<file path="config.mk">
export PLATFORM = sky130hd
export DESIGN_NAME = squat_pose_animator
export DESIGN_NICKNAME = d
export VERILOG_FILES = /design/src/rtl/squat_hero_pkg.sv /design/src/rtl/squat_pose_animator_lerp_coord.sv /design/src/rtl/squat_pose_animator.sv
export SDC_FILE = /design/constraint.sdc
export NUM_CORES = 1
export LEC_CHECK = 0
export CAP_MARGIN = 20
export CORE_MARGIN = 5
export CORE_UTILIZATION = 45
export CTS_CLUSTER_SIZE = 12
export DETAILED_ROUTE_END_ITERATION = 10
export PLACE_DENSITY_LB_ADDON = 0.25
export SKIP_CTS_REPAIR_TIMING = 1
export SYNTH_ARGS = -nofsm -noshare
export SYNTH_HDL_FRONTEND = slang
export SYNTH_SLANG_ARGS = --single-unit
</file>
<file path="constraint.sdc">
create_clock -name vgaclk -period 4.75 [get_ports vgaclk]
set_input_delay 0.95 -clock vgaclk [delete_from_list [all_inputs] [get_ports vgaclk]]
set_output_delay 0.95 -clock vgaclk [all_outputs]
set_load 0.005 [all_outputs]
</file>
<file path="src/rtl/squat_hero_pkg.sv">
// Shared types and keyframe tables for the squat stick-figure renderer.
package squat_hero_pkg;

   localparam int unsigned COORD_W = 10;
   localparam int unsigned N_LINES = 5;

   // One stick-figure segment, endpoints (x_1,y_1)-(x_2,y_2) in screen pixels
   typedef struct packed {
      logic [COORD_W-1:0] x_1;
      logic [COORD_W-1:0] y_1;
      logic [COORD_W-1:0] x_2;
      logic [COORD_W-1:0] y_2;
   } line_t;

   typedef enum logic [1:0] {
      ANIM_STAND  = 2'd0,
      ANIM_DOWN   = 2'd1,
      ANIM_BOTTOM = 2'd2,
      ANIM_UP     = 2'd3
   } anim_state_t;

   // Lines: 0 head, 1 body, 2 arms, 3 left leg, 4 right leg (concatenated 4..0)
   localparam line_t [N_LINES-1:0] STAND_POSE = {
      line_t'{10'd150, 10'd150, 10'd170, 10'd230},
      line_t'{10'd150, 10'd150, 10'd130, 10'd230},
      line_t'{10'd120, 10'd100, 10'd180, 10'd100},
      line_t'{10'd150, 10'd70,  10'd150, 10'd150},
      line_t'{10'd150, 10'd40,  10'd150, 10'd70}
   };

   localparam line_t [N_LINES-1:0] SQUAT_POSE = {
      line_t'{10'd150, 10'd182, 10'd180, 10'd230},
      line_t'{10'd150, 10'd182, 10'd120, 10'd230},
      line_t'{10'd110, 10'd130, 10'd190, 10'd130},
      line_t'{10'd150, 10'd102, 10'd150, 10'd182},
      line_t'{10'd150, 10'd72,  10'd150, 10'd102}
   };

endpackage

</file>
<file path="src/rtl/squat_pose_animator_lerp_coord.sv">
// lerp_coord: combinational floor-rounded interpolation of one coordinate
// between keyframe a (phase 0) and keyframe b (phase 2**STEP_LOG2).
module lerp_coord
   import squat_hero_pkg::*;
#(
   parameter int unsigned STEP_LOG2 = 5
) (
   input  logic [COORD_W-1:0]   a,
   input  logic [COORD_W-1:0]   b,
   input  logic [STEP_LOG2:0]   phase,
   output logic [COORD_W-1:0]   c
);

   localparam int unsigned DW = COORD_W + 1;
   localparam int unsigned PW = 12 + STEP_LOG2;

   logic signed [DW-1:0] d;
   logic signed [PW-1:0] d_ext;
   logic signed [PW-1:0] ph_ext;
   logic signed [PW-1:0] p;
   logic signed [PW-1:0] p_sh;

   // Signed delta scaled by phase; arithmetic shift gives floor rounding
   always_comb begin
      d      = $signed(DW'(b) - DW'(a));
      d_ext  = {{(PW-DW){d[DW-1]}}, d};
      ph_ext = $signed({{(PW-STEP_LOG2-1){1'b0}}, phase});
      p      = d_ext * ph_ext;
      p_sh   = p >>> STEP_LOG2;
      c      = COORD_W'(PW'(a) + p_sh);
   end

endmodule

</file>
<file path="src/rtl/squat_pose_animator.sv">
// squat_pose_animator: steps a squat repetition once per video frame and
// publishes the interpolated pose table during vertical blanking.
// Build option: define SQUAT_HOLD_EN to dwell HOLD_FRAMES frames at the bottom.
module squat_pose_animator
   import squat_hero_pkg::*;
#(
   parameter int unsigned STEP_LOG2   = 5,
   parameter int unsigned HOLD_FRAMES = 30
) (
   input  logic                  vgaclk,
   input  logic                  reset,
   input  logic                  vsync,
   input  logic                  start,
   input  logic                  pause,
   output line_t [N_LINES-1:0]   lines,
   output logic  [STEP_LOG2:0]   phase,
   output logic  [1:0]           state,
   output logic  [7:0]           rep_count,
   output logic                  rep_done
);

   localparam int unsigned PHW  = STEP_LOG2 + 1;
   localparam logic [PHW-1:0] PMAX_V = PHW'(2**STEP_LOG2);

   localparam logic [1:0] S_STAND  = 2'(ANIM_STAND);
   localparam logic [1:0] S_DOWN   = 2'(ANIM_DOWN);
   localparam logic [1:0] S_BOTTOM = 2'(ANIM_BOTTOM);
   localparam logic [1:0] S_UP     = 2'(ANIM_UP);

`ifdef SQUAT_HOLD_EN
   localparam int unsigned HW = (HOLD_FRAMES > 1) ? $clog2(HOLD_FRAMES) : 1;
   localparam logic [HW-1:0] HOLD_LAST = HW'(HOLD_FRAMES - 1);
   logic [HW-1:0] hold_cnt_q, hold_cnt_d;
`endif

   logic                 vsync_q;
   logic                 tick_c;
   logic                 load_q;
   logic [1:0]           state_q, state_d;
   logic [PHW-1:0]       phase_q, phase_d;
   logic [7:0]           rep_count_q, rep_count_d;
   logic                 rep_done_q, rep_done_d;
   line_t [N_LINES-1:0]  lines_q, lines_d;

   assign tick_c = vsync_q & ~vsync;

   // Endpoint interpolators for the current phase
   for (genvar l = 0; l < N_LINES; l++) begin : g_line
      lerp_coord #(.STEP_LOG2(STEP_LOG2)) u_x1 (
         .a(STAND_POSE[l].x_1), .b(SQUAT_POSE[l].x_1), .phase(phase_q), .c(lines_d[l].x_1));
      lerp_coord #(.STEP_LOG2(STEP_LOG2)) u_y1 (
         .a(STAND_POSE[l].y_1), .b(SQUAT_POSE[l].y_1), .phase(phase_q), .c(lines_d[l].y_1));
      lerp_coord #(.STEP_LOG2(STEP_LOG2)) u_x2 (
         .a(STAND_POSE[l].x_2), .b(SQUAT_POSE[l].x_2), .phase(phase_q), .c(lines_d[l].x_2));
      lerp_coord #(.STEP_LOG2(STEP_LOG2)) u_y2 (
         .a(STAND_POSE[l].y_2), .b(SQUAT_POSE[l].y_2), .phase(phase_q), .c(lines_d[l].y_2));
   end

   // State, counters, frame-edge detect and the pose register
   always_ff @(posedge vgaclk or posedge reset) begin
      if (reset) begin
         vsync_q     <= 1'b1;
         load_q      <= 1'b0;
         state_q     <= S_STAND;
         phase_q     <= '0;
         rep_count_q <= '0;
         rep_done_q  <= 1'b0;
         lines_q     <= STAND_POSE;
`ifdef SQUAT_HOLD_EN
         hold_cnt_q  <= '0;
`endif
      end else begin
         vsync_q     <= vsync;
         load_q      <= tick_c;
         state_q     <= state_d;
         phase_q     <= phase_d;
         rep_count_q <= rep_count_d;
         rep_done_q  <= rep_done_d;
`ifdef SQUAT_HOLD_EN
         hold_cnt_q  <= hold_cnt_d;
`endif
         // Pose table refreshes once per frame, the cycle after the tick
         if (load_q) lines_q <= lines_d;
      end
   end

   // Next-state logic: one step per unpaused frame tick
   always_comb begin
      state_d     = state_q;
      phase_d     = phase_q;
      rep_count_d = rep_count_q;
      rep_done_d  = 1'b0;
`ifdef SQUAT_HOLD_EN
      hold_cnt_d  = hold_cnt_q;
`endif
      if (tick_c && !pause) begin
         case (state_q)
            S_STAND: begin
               if (start) begin
                  state_d = S_DOWN;
                  phase_d = PHW'(1);
               end
            end
            S_DOWN: begin
               if (phase_q == PMAX_V) begin
                  state_d = S_BOTTOM;
`ifdef SQUAT_HOLD_EN
                  hold_cnt_d = '0;
`endif
               end else begin
                  phase_d = phase_q + PHW'(1);
               end
            end
            S_BOTTOM: begin
`ifdef SQUAT_HOLD_EN
               hold_cnt_d = hold_cnt_q + HW'(1);
               if (hold_cnt_q == HOLD_LAST) begin
                  state_d = S_UP;
                  phase_d = PMAX_V - PHW'(1);
               end
`else
               state_d = S_UP;
               phase_d = PMAX_V - PHW'(1);
`endif
            end
            default: begin
               if (phase_q == PHW'(1)) begin
                  state_d    = S_STAND;
                  phase_d    = '0;
                  rep_done_d = 1'b1;
                  if (rep_count_q != 8'hFF) rep_count_d = rep_count_q + 8'd1;
               end else begin
                  phase_d = phase_q - PHW'(1);
               end
            end
         endcase
      end
   end

   assign lines     = lines_q;
   assign phase     = phase_q;
   assign state     = state_q;
   assign rep_count = rep_count_q;
   assign rep_done  = rep_done_q;

endmodule

</file>
==> results of run 1 <==
-- area by class of cell --
type                            count  area, sq um
Clock inverter                      6         83.8
Multi-Input combinational cell    439         3130
Sequential cell                    72         1830
Fill cell                        1207         5900
Inverter                           40          150
Timing Repair Buffer              119         1180
Clock buffer                       10          229
Tap cell                          172          215
-- through the flow --
| stage | utilization | instance area [sq um] | setup WS (ns) |
|---|---|---|---|
| after global routing | 0.536 | 6820 | 0.690 |
| after global placement | 0.510 | 6480 | 1.01 |
| after detailed placement | 0.510 | 6480 | 0.925 |
| final | 0.536 | 6820 | 0.932 |
| after floorplan | - | 6280 | 1.19 |
| after CTS | 0.534 | 6800 | 0.904 |
-- metal layers --
| metal | track usage | part of all wire | vias to the layer above |
|---|---|---|---|
| met4 | 0.0464 | 0.0089 | 0 |
| met5 | 0 | 0 | - |
| met1 | 0.203 | 0.43 | 1899 |
| li1 | - | - | 1918 |
| met3 | 0.0489 | 0.068 | 11 |
| met2 | 0.261 | 0.49 | 124 |
-- cell families (layout without fill, tap and decap cells) --
family / after synthesis / count (layout)
multiplexers: 21 / 21
XOR/XNOR: 32 / 32
other: 2 / 110
buffers and inverters: 203 / 175
adder cells (fa/ha/maj): 77 / 77
flip-flops: 72 / 72
AO/OA/AOI/OAI: 103 / 103
AND/OR/NAND/NOR: 96 / 96
-- worst max-delay path, delay by kind of cell, from the launching register on --
kind            cells  cell delay, ns
xor+xnor            1            0.12
buf+inv             2            0.29
compound gates      3            0.72
flops               1            0.51
simple gates        2            0.45
fa+ha+maj           4            1.58
-- flip-flops by register name (all words and copies together), names as in the netlist --
signal     count
rep_done       1
lines         53
phase          6
load_q         1
state          2
rep_count      8
vsync_q        1
-- layout by cell type, fill, tap and decap left out, drive strengths merged, types with 4 or more instances in the layout --
| master | count |
|---|---|
| clkinv | 4 |
| and3 | 5 |
| conb | 110 |
| dfrtp | 50 |
| a211oi | 4 |
| nand2b | 4 |
| nand2 | 27 |
| ha | 63 |
| a21oi | 37 |
| a21o | 8 |
| xor2 | 9 |
| clkdlybuf4s50 | 111 |
| nor2b | 6 |
| o21a | 5 |
| buf | 8 |
| xnor2 | 23 |
| dfstp | 22 |
| nor2 | 29 |
| o21ai | 22 |
| nand3 | 7 |
| inv | 40 |
| nand4 | 5 |
| a31oi | 4 |
| mux2 | 20 |
| clkbuf | 10 |
| fa | 14 |
-- power by group --
group / total [uW] / internal [uW] / switching [uW] / leakage (uW)
Sequential: 1080 / 892 / 187 / 0.000862
Combinational: 4230 / 2030 / 2210 / 0.00224
Clock: 717 / 458 / 260 / 0.000156
-- worst max-delay path by stage --
stage                             to     start  cells after the start  slack [ns]
after CTS                 lines[136]  phase[1]                     12        0.90
after global placement    lines[136]  phase[1]                     12        1.01
after global routing      lines[136]  phase[1]                     12        0.69
final                     lines[136]  phase[1]                     12        0.93
after detailed placement  lines[136]  phase[1]                     12        0.92
after floorplan           lines[135]  phase[3]                     12        1.19
==> flow_summary.json, run 1 <==
{
  "cts-root-buf": "sky130_fd_sc_hd__clkbuf_16",
  "worst-r2r-cell-count": 12,
  "critPathKind": "flop to flop",
  "grt_start_max_net_pins": 70,
  "num_antenna_cells": 0,
  "hold_start": "lines[115]",
  "flop2flop_setup_slack_ns": 0.93,
  "routed-via-count": 3952,
  "commonest_cells_post_synth": "sky130_fd_sc_hd__buf_4 (150), sky130_fd_sc_hd__ha_1 (63), sky130_fd_sc_hd__dfrtp_1 (50), sky130_fd_sc_hd__inv_1 (39), sky130_fd_sc_hd__a21oi_1 (37)",
  "grt_first_pass_wirelength_microns": 20400,
  "final.hold.worst_slack_ns": 0.464,
  "synth.avg_cell_area_sq_um": 9.69,
  "final-instance-count-excl-fill": 858,
  "path_clk_slew_ns": 0.06,
  "coreArea_sq_mm": 0.0127,
  "synth_top_family_by_area": "buffers and inverters",
  "synthesis.area_sq_mm": 0.00587,
  "routedWlPerCell_microns": 14.4,
  "max_slew_margin": 0.500,
  "final_layout_size_suffix_gt1_frac": 0.109,
  "timing.critical_path.cells": "inv_1 -> ha_1 -> fa_1 -> ha_1 -> inv_1 -> fa_1 -> nand2b_1 -> a211o_1 -> a211oi_2 -> and4_1 -> xnor2_1 -> a21oi_1",
  "crit_arrival_ns": 4.01,
  "die_w_microns": 124,
  "via_per_inst": 4.61,
  "remaining_number_of_nets_flagged_by_the_antenna_check_after_routing": 0,
  "tritoncts.num_buffers": 9,
  "initial_drt_pass_iterations": 4,
  "clk_path_buf_depth": 2,
  "simple_logic_cell_fraction_of_the_synthesized_area": 0.0801,
  "gp_congestion": 0.833,
  "timing.critical_path.fanout_max": 8,
  "chipHeight_microns": 124,
  "slowest_cell_on_the_critical_path": "sky130_fd_sc_hd__dfrtp_1",
  "dp_hpwl_microns": 9590,
  "dp.cells": 841,
  "synth_area_leaders": "sky130_fd_sc_hd__dfrtp_1 (21%), sky130_fd_sc_hd__buf_4 (19%), sky130_fd_sc_hd__ha_1 (13%), sky130_fd_sc_hd__dfstp_2 (9.8%), sky130_fd_sc_hd__fa_1 (4.8%)",
  "synth_area_in_xor_xnor": 0.0477,
  "muxShareOfSynthArea": 0.0400,
  "num-nets-final": 763,
  "power.total_uw": 6030,
  "drv_cap": 0,
  "portBuffers": 111,
  "most_instantiated_flip_flop_cell_in_the_synthesis_netlist": "sky130_fd_sc_hd__dfrtp_1",
  "synth_largest_area_cell": "sky130_fd_sc_hd__dfrtp_1",
  "start_util": 0.462,
  "critPathLaunchType": "flop",
  "clock_tree_from_tritoncts": "done",
  "area_share_of_fa_ha_maj_cells_after_synthesis": 0.182,
  "cp_data_required_time_ns": 4.94,
  "rsz0062_at_grt": "no",
  "synth_seq_cells": 72,
  "report.final.slew_viol_count": 0,
  "power.ir.vdd_worst_v": 0.000363,
  "post-route-period-util": 0.804,
  "synth_enable_flop_cells": 0,
  "yosysWarnings": 0,
  "fin_crit_ns": 3.82,
  "synth-compound-area-share": 0.112,
  "synthCells": 606,
  "timing_worst_slew_pin_value_ns": 0.749,
  "htree_levels": 3,
  "worstReg2RegStart": "phase[1]",
  "yosysSeqAreaShare": 0.311,
  "drc": 0,
  "globalRouteTotalUtil": 0.159,
  "vias_in_the_first_global_route": 3958,
  "area_growth_pct": 16.1,
  "worst_min_delay_path_category": "flop to flop",
  "finalWirelength_microns": 12400,
  "leakage_power_summed_over_all_cells_uw": 0.00326,
  "ioPinCount": 222,
  "overflow": 0,
  "clock_skew_ns": 0.00895,
  "outcome": "finished clean",
  "floorplan.die_area_sq_mm": 0.0154,
  "aggregate_negative_setup_slack_ns": 0,
  "clock_insertion_delay_worst_skew_ns": 0.34,
  "synth.distinct_cells": 53,
  "synth.most_common_cell": "sky130_fd_sc_hd__buf_4",
  "timing.hold.worst_endpoint": "lines[115]",
  "max_clock_freq_ghz": 0.262,
  "min_path_cells": 2,
  "hold_viol": 0,
  "count_of_routing_violations_after_the_opening_detailed_route_iteration": 184,
  "max_stage_delay_ns": 0.51,
  "core.rowCount": 41,
  "worstSetupEndpointType": "flop",
  "async_reset_ff_frac": 1.00,
  "setup_violations": 0,
  "worst_r2r_endpoint": "lines[136]",
  "power_density_mw_per_mm2": 884,
  "synth.top_cell.area_share": 0.213,
  "grt_antenna_before_repair": 0,
  "cts.sinks": 72
}
(Power assumes the default switching activity.)
==> run 2, diff against run 1 <==
CORE_UTILIZATION = 41   (was 45)
clock period = 3.5 ns   (was 4.75 ns; I/O delays follow)
==> run 2 against run 1 <==
- via count grew 0.48%
- sequential power grew 35%
- routed wire length shrank 0.52%
- setup slack lost 0.76 ns
- highest routed layer unchanged
- largest cell class unchanged
- clock skew shrank 0.0017 ns
- hold slack gained 0.0039 ns
- final area grew 2.3%
- register-to-register slack lost 0.76 ns
==> flow_summary.json, run 2 (synthesized netlist as in run 1, its figures left out) <==
{
  "most_common_cell_after_layout_fill_and_taps_aside": "sky130_fd_sc_hd__clkdlybuf4s50_1",
  "met3_global_route_usage": 0.0348,
  "final_layout_size_suffix_gt1_frac": 0.142,
  "ioPinCount": 222,
  "clock_insertion_delay_worst_skew_ns": 0.33,
  "gp_congestion": 0.861,
  "cp_data_required_time_ns": 3.68,
  "post-route-period-util": 0.951,
  "num-nets-final": 776,
  "cts-root-buf": "sky130_fd_sc_hd__clkbuf_16",
  "net-switching-power_uw": 3740,
  "grt_first_pass_wirelength_microns": 19200,
  "globalRouteTotalUtil": 0.144,
  "area_growth_pct": 18.7,
  "timing_worst_slew_pin_value_ns": 0.795,
  "worstSetupEndpointType": "flop",
  "path_clk_slew_ns": 0.06,
  "core.rowCount": 43,
  "num_antenna_cells": 0,
  "tritoncts.num_buffers": 9,
  "clock_tree_from_tritoncts": "done",
  "power.ir.vdd_worst_v": 0.000589,
  "hold_viol": 0,
  "crit_arrival_ns": 3.51,
  "dp_hpwl_microns": 9560,
  "vias_in_the_first_global_route": 3839,
  "rsz0062_at_grt": "yes",
  "globalRoute.busiestLayer": "met2",
  "layout.cells.most_common_list": "sky130_fd_sc_hd__clkdlybuf4s50_1 (111), sky130_fd_sc_hd__conb_1 (110), sky130_fd_sc_hd__ha_1 (60), sky130_fd_sc_hd__dfrtp_1 (47), sky130_fd_sc_hd__inv_1 (37)",
  "outcome": "finished clean",
  "max_slew_margin": 0.469,
  "combPwrFrac": 0.729,
  "final.setup.worst_slack_ns": 0.172,
  "flop2flop_setup_slack_ns": 0.17,
  "dp_worst_setup_slack_ns": 0.0381,
  "critPathLaunchType": "flop",
  "overflow": 0,
  "worst_min_delay_path_category": "flop to flop",
  "grt_antenna_before_repair": 0,
  "die_w_microns": 130,
  "max_clock_freq_ghz": 0.301,
  "final_non_filler_cell_area_sq_mm": 0.00697,
  "final.fill_count": 1266,
  "largest_register_ff_count": 53,
  "count_of_routing_violations_after_the_opening_detailed_route_iteration": 112,
  "floorplan.die_area_sq_mm": 0.0168,
  "fin_crit_ns": 3.33,
  "clk_path_buf_depth": 2,
  "portBuffers": 111,
  "routed-via-count": 3971,
  "final-instance-count-excl-fill": 879,
  "clock_skew_ns": 0.00721,
  "placed_cell_area_sq_mm": 0.00661,
  "dp.cells": 862,
  "worst_r2r_endpoint": "lines[136]",
  "cp-startpoint": "phase[1]",
  "remaining_number_of_nets_flagged_by_the_antenna_check_after_routing": 0,
  "power.share.clock": 0.104,
  "chipHeight_microns": 130,
  "setup_violations": 0,
  "use_met1": 0.195,
  "coreArea_sq_mm": 0.0140,
  "report.final.slew_viol_count": 0,
  "timing.critical_path.to": "lines[136]",
  "met2_usage": 0.227,
  "routedWlPerCell_microns": 14.0,
  "grt_start_max_net_pins": 70,
  "via_per_inst": 4.52,
  "initial_drt_pass_iterations": 4,
  "start_util": 0.420,
  "share_seq_of_total_power": 0.167,
  "power_density_mw_per_mm2": 1250,
  "finalWirelength_microns": 12300,
  "worstReg2RegStart": "phase[1]",
  "cellInternalPower_uw": 4980,
  "leakage_power_summed_over_all_cells_uw": 0.00333,
  "htree_levels": 3,
  "cts.sinks": 72,
  "worst-r2r-cell-count": 12,
  "timing.critical_path.fanout_max": 5,
  "netSwitchingFraction": 0.429,
  "critPathKind": "flop to flop",
  "drc": 0,
  "drv_cap": 0
}
run 2: changes by cell type in the layout (fill, tap and decap cells not counted), moves of 2 or more:
cell	change
sky130_fd_sc_hd__dfrtp_2	+2
sky130_fd_sc_hd__clkbuf_1	+4
sky130_fd_sc_hd__clkinv_2	-3
sky130_fd_sc_hd__xnor2_2	+2
sky130_fd_sc_hd__dfrtp_1	-2
sky130_fd_sc_hd__ha_1	-3
sky130_fd_sc_hd__ha_2	+2
sky130_fd_sc_hd__buf_4	+13
sky130_fd_sc_hd__xnor2_1	-2
run 2: worst min path at each step:
stage                     from         end  slack (ns)  cells past startpoint
detailed placement  lines[171]  lines[171]        0.46                      2
global route        lines[115]  lines[115]        0.49                      2
finish              lines[115]  lines[115]        0.47                      2
global placement    lines[115]  lines[115]        0.45                      2
floorplan           lines[115]  lines[115]        0.45                      2
CTS                 lines[171]  lines[171]        0.47                      2
run 2: power groups by stage:
| stage | Combinational [uW] | Clock [uW] | Sequential, uW |
|---|---|---|---|
| 4_1_cts | 6140 | 941 | 1460 |
| 3_3_place_gp | 6030 | 0 | 1460 |
| 2_1_floorplan | 4070 | 0 | 1500 |
| 3_5_place_dp | 6080 | 0 | 1480 |
| 5_1_grt | 7130 | 976 | 1520 |
| 6_report | 6360 | 909 | 1460 |
run 2: through the flow:
step | power (uW) | hold WS [ns] | util | setup TNS [ns]
after CTS | 8540 | 0.473 | 0.493 | 0
after floorplan | 5560 | 0.448 | - | 0
final | 8720 | 0.468 | 0.498 | 0
after global placement | 7490 | 0.451 | 0.472 | 0
after detailed placement | 7560 | 0.463 | 0.472 | 0
after global routing | 9620 | 0.487 | 0.498 | -0.0179
run 2: worst max-delay path, cell delays in order (launching register included):
cell,delay [ns]
sky130_fd_sc_hd__dfrtp_1,0.37
sky130_fd_sc_hd__inv_1,0.12
sky130_fd_sc_hd__ha_4,0.22
sky130_fd_sc_hd__fa_1,0.43
sky130_fd_sc_hd__ha_1,0.32
sky130_fd_sc_hd__inv_1,0.06
sky130_fd_sc_hd__fa_2,0.41
sky130_fd_sc_hd__nand2b_4,0.17
sky130_fd_sc_hd__a211o_1,0.29
sky130_fd_sc_hd__a211oi_4,0.34
sky130_fd_sc_hd__and4_1,0.25
sky130_fd_sc_hd__xnor2_1,0.11
sky130_fd_sc_hd__a21oi_1,0.08
run 2: layout make-up:
cell class                 count  area (sq um)  share of cell area
clock buffer                  15           258              0.0370
tap                          180           225              0.0323
clock inverter                 1          30.0             0.00431
inverter                      40           150              0.0215
sequential                    72          1830               0.263
timing repair buffer         132          1280               0.184
multi-input combinational    439          3190               0.458
run 2: layer usage:
metal / vias up / part of all wire
li1: 1929 / -
met1: 1910 / 0.43
met2: 120 / 0.49
met3: 12 / 0.065
met4: 0 / 0.014
met5: - / 0
==> run 3, diff against run 2 <==
SKIP_CTS_REPAIR_TIMING = default   (was 1)
==> results of run 3 <==
The final DEF is identical to that of run 2; final timing and power are the same.
